===== config.mk =====
export PLATFORM = sky130hd
export DESIGN_NAME = digit_scan_mux
export DESIGN_NICKNAME = d
export VERILOG_FILES = /design/src/rtl/digit_scan_mux.sv
export SDC_FILE = /design/constraint.sdc
export NUM_CORES = 1
export LEC_CHECK = 0
export CAP_MARGIN = 20
export CORE_MARGIN = 2
export CORE_UTILIZATION = 59
export DETAILED_ROUTE_END_ITERATION = 16
export HOLD_SLACK_MARGIN = 0.15
export PLACE_DENSITY = 0.89
export SLEW_MARGIN = 10
export SYNTH_ARGS = -nofsm -noshare
export SYNTH_HDL_FRONTEND = slang
export SYNTH_SLANG_ARGS = --single-unit

===== constraint.sdc =====
create_clock -name clk -period 3.4 [get_ports clk]
set_input_delay 0.51 -clock clk [delete_from_list [all_inputs] [get_ports clk]]
set_output_delay 0.51 -clock clk [all_outputs]
set_load 0.02 [all_outputs]

===== src/rtl/digit_scan_mux.sv =====
// digit_scan_mux
//   Time-multiplexed scanner for a 4-digit 7-segment display. A prescaler
//   holds each digit active for SCAN_DIV clocks. A 2-bit digit index then
//   selects the next digit. A new value is double-buffered through a pending
//   register and reaches the display register only at a frame boundary. This
//   means a frame never shows a mix of old and new digits.
//
//   Optional build macro: DIGIT_SCAN_LEADING_ZERO_BLANK_EN
//     When defined, digits 1..3 are blanked when they and every higher digit
//     are zero. Digit0 is never blanked.
//     When undefined, blank is always 0 and num is always the raw nibble.
//
// Parameters
//   SCAN_DIV    clocks each digit stays active (2..65535)
// Ports
//   clk         system clock, rising edge
//   rst_n       asynchronous active-low reset
//   load        request to take a new display value
//   value       four BCD digits, [3:0]=digit0 (rightmost) .. [15:12]=digit3
//   ready       high when a load would be accepted this cycle
//   num         code of the active digit (4'hF while blanked)
//   dig_sel     one-hot active-high digit enable
//   blank       active digit is suppressed
//   frame_tick  one-cycle pulse on the last clock of each 4-digit scan
//
// Handshake: a load transfers on any rising edge where load=1 and ready=1.
// ready is low only while a value waits in the pending register, and a
// load seen while ready=0 is dropped without effect.

module digit_scan_mux #(
   parameter int unsigned SCAN_DIV = 1000
) (
   input  logic        clk,
   input  logic        rst_n,
   input  logic        load,
   input  logic [15:0] value,
   output logic        ready,
   output logic [3:0]  num,
   output logic [3:0]  dig_sel,
   output logic        blank,
   output logic        frame_tick
);

   localparam logic [15:0] PRESC_MAX = 16'(SCAN_DIV - 1);

   logic [15:0] presc;
   logic [1:0]  index;
   logic [15:0] display;
   logic [15:0] pending;
   logic        pending_valid;

   logic        presc_last;
   logic        load_acc;
   logic [3:0]  raw_num;

   assign presc_last = (presc == PRESC_MAX);
   assign frame_tick = presc_last && (index == 2'd3);
   assign ready      = !pending_valid;
   assign load_acc   = load && ready;

   // Scan timing: the prescaler wraps, and the digit index advances on the same edge.
   always_ff @(posedge clk or negedge rst_n) begin
      if (!rst_n) begin
         presc <= '0;
         index <= '0;
      end else if (presc_last) begin
         presc <= '0;
         index <= index + 2'd1;
      end else begin
         presc <= presc + 16'd1;
      end
   end

   // Double buffer. The display register changes only on the edge that ends
   // a frame_tick cycle. At that edge it takes the pending value if there is
   // one. Otherwise it takes a load accepted in that same cycle.
   always_ff @(posedge clk or negedge rst_n) begin
      if (!rst_n) begin
         display       <= '0;
         pending       <= '0;
         pending_valid <= 1'b0;
      end else if (frame_tick) begin
         if (pending_valid) begin
            display       <= pending;
            pending_valid <= 1'b0;
         end else if (load_acc) begin
            display <= value;
         end
      end else if (load_acc) begin
         pending       <= value;
         pending_valid <= 1'b1;
      end
   end

   always_comb begin
      dig_sel = 4'b0001 << index;
      case (index)
         2'd0:    raw_num = display[3:0];
         2'd1:    raw_num = display[7:4];
         2'd2:    raw_num = display[11:8];
         default: raw_num = display[15:12];
      endcase
   end

`ifdef DIGIT_SCAN_LEADING_ZERO_BLANK_EN
   // A digit is a leading zero when it and every digit above it are zero.
   always_comb begin
      case (index)
         2'd0:    blank = 1'b0;
         2'd1:    blank = (display[15:4] == 12'h000);
         2'd2:    blank = (display[15:8] == 8'h00);
         default: blank = (display[15:12] == 4'h0);
      endcase
   end
`else
   assign blank = 1'b0;
`endif

   // 4'hF tells the segment decoder to turn every segment off.
   assign num = blank ? 4'hF : raw_num;

endmodule


==> results.py <==
metrics = {
    "placement": {
        "dpl.hpwl_um": 3190,
        "dp_slack_ns": 0.754,
        "placed_cell_area_mm2": 0.00278,
        "io_buffers": 28,
        "gp_congestion": 0.935,
    },
    "timing": {
        "rsz0062_at_grt": "false",
        "setup_ws_ns": 0.551,
        "hold_slack_ns": 0.487,
        "slew_headroom_pct": 42.6,
        "finalSetupViolations": 0,
        "slew_violations": 0,
        "period_minus_slack_ns": 2.85,
        "fmax_ghz": 0.351,
        "finalClockSkew_ns": 0.00695,
        "min_period_over_period_pct": 83.8,
        "worst_slew_pin_slew_ns": 0.853,
        "fin_tns_setup_ns": 0,
        "hold_viol_final": 0,
    },
    "min_path": {
        "hold_path_class": "reg2reg",
        "hold_path_depth": 1,
    },
    "power": {
        "powerDensity_mw_per_mm2": 368,
        "leakage_uw": 0.00130,
        "total_power_uw": 1070,
        "ir_drop_uv": 246,
    },
    "global_routing": {
        "overflow": 0,
        "grt_max_degree": 52,
        "grtUsageTotal_pct": 21.0,
        "grt_pass1_wl_um": 7000,
        "antenna_found_initial": 0,
        "grt_pass1_vias": 1570,
    },
    "critical_path": {
        "r2r.worst_path.cells": 4,
        "setup.worst_path.class": "reg2out",
        "critPathRequiredTime_ns": 2.89,
        "crit_fanout": 4,
        "cp.arrival_ns": 2.34,
        "cp-end-kind": "output port",
        "cp-start-kind": "register",
    },
    "logic_synthesis": {
        "yosysSeqAreaShare_pct": 51.4,
        "yosys_warnings": 0,
        "synth_nets": 217,
        "ys_ff_latch": 51,
        "syn_area_per_cell_um2": 12.9,
        "yosysUniqueCellTypes": 30,
        "syn_area_mm2": 0.00248,
        "syn_inst": 192,
    },
    "cts": {
        "clockBufferDepth": 2,
        "cts-resized-gates": 0,
        "postCtsSetupBuffers": 0,
        "clock_sinks": 51,
        "cts_buffers": 5,
        "cts_hold_buf": 0,
        "htree_levels": 2,
        "clk_pin_slew_ns": 0.08,
        "cts_root_buf": "clkbuf_8",
        "cts_tree": "done",
        "clock_latency_ns": 0.29,
    },
    "drt": {
        "ant_nets": 0,
        "wl_met3_um": 186,
        "post_drt_via_cell_ratio": 5.58,
        "wirelength_um": 4400,
        "first_pass_iters": 5,
        "wl_per_cell_um": 15.9,
        "post-route-drc-count": 0,
        "drt-met1-wl_um": 1890,
        "highest_layer": "met4",
        "drt_iter0_markers": 64,
        "vias": 1540,
        "routed-wl-met2_um": 2220,
    },
    "layout": {
        "diodes": 0,
        "multi_input_area_mm2": 0.00111,
        "design_area_mm2": 0.00290,
        "area_growth_pct": 16.7,
        "drive_gt1_share_pct": 25.7,
        "nFillCells": 278,
        "seqCellArea_mm2": 0.00128,
        "finalNetCount": 250,
    },
    "floorplanning": {
        "die_h_um": 68.9,
        "die_area_mm2": 0.00474,
        "die_w_um": 68.9,
        "initial_core_util_pct": 61.6,
        "io_pins": 30,
        "core_area_mm2": 0.00403,
        "rows": 23,
    },
    "job": {
        "cap_violations": 0,
    },
    "run_status": {
        "status": "finished, final reports clean",
    },
}
==> cell usage after synthesis, drive strengths merged <==
library cell	number	area share, %
dfrtp	51	51
mux2	40	20
mux2i	13	5.2
nor2	11	1.8
inv	9	1.4
xnor2	9	3.2
nand2	7	1.1
ha	6	3.0
nand3	6	1.2
a222oi	4	1.6
buf	4	2.0
clkbuf	4	0.60
nand4	4	1.0
nor3	4	0.81
xor2	4	1.4
or4	3	1.4
nor4	2	0.50
o21ai	2	0.40
or3	2	0.50
a21oi	1	0.20
and2	1	0.25
and3	1	0.45
conb	1	0.15
nand2b	1	0.25
nor2b	1	0.25
or2	1	0.25
==> cell type report <==
class                      count  share of cell area [%]
timing repair buffer          34                    11.6
tap                           50                    2.16
clock buffer                   7                    2.64
sequential                    51                    44.1
inverter                       9                    1.17
multi-input combinational    124                    38.2
clock inverter                 1                   0.173
==> worst paths after layout <==
kind | from | to | slack, ns
min in group asynchronous | rst_n | display[2] | 0.64
max in group asynchronous | rst_n | presc[14] | 2.26
hold reg to reg | presc[9] | presc[9] | 0.49
setup reg to reg | presc[12] | display[2] | 0.74
setup / recovery | presc[12] | frame_tick | 0.55
hold / removal | presc[9] | presc[9] | 0.49
==> report_power, final <==
group	switching (uW)	internal [uW]	leakage [uW]	total (uW)
logic	37.6	61.1	0.000602	98.7
clock network	176	145	0.0000422	321
registers	13.6	632	0.000651	646
total	228	838	0.00130	1070
==> registers in the layout (all words and copies together), names as in the netlist <==
name and count:
pending 16, index 2, presc 16, pending_valid 1, display 16
==> per-layer routing <==
| layer | vias up | track usage [%] |
|---|---|---|
| li1 | 734 | - |
| met1 | 762 | 24.4 |
| met2 | 35 | 35.8 |
| met3 | 9 | 4.71 |
| met4 | 0 | 11.8 |
| met5 | - | 0 |
==> cell families after synthesis <==
logic type,synth area share (%)
mux,24.9
other cells,0.151
fa+ha+maj,3.03
compound gates,2.22
buf+inv,3.98
flops,51.4
simple gates,9.68
xor+xnor,4.59
==> stage by stage <==
step | std cells | utilization (%)
final | 276 | 71.9
after CTS | 274 | 71.1
after floorplan | 192 | -
after global routing | 276 | 71.9
after global placement | 266 | 69.1
after detailed placement | 266 | 69.1
==> cell usage in the layout, fill, tap and decap left out, drive strengths merged, types with 2 or more instances in the layout <==
master / count
nor4: 2
nand2: 7
nor3: 4
dfrtp: 51
xnor2: 9
a222oi: 4
clkbuf: 7
inv: 9
nor2: 11
clkdlybuf4s50: 27
buf: 6
nand3: 6
ha: 6
o21ai: 2
or3: 2
xor2: 4
nand4: 4
mux2: 40
or4: 3
mux2i: 13
==> critical path, cell delays in order, from the launching register on <==
cell	delay (ns)
dfrtp_1	0.42
or4_4	0.56
nor4_1	0.25
and2_1	0.19
clkdlybuf4s50_1	0.63
Power figures use the tool's default switching activity.
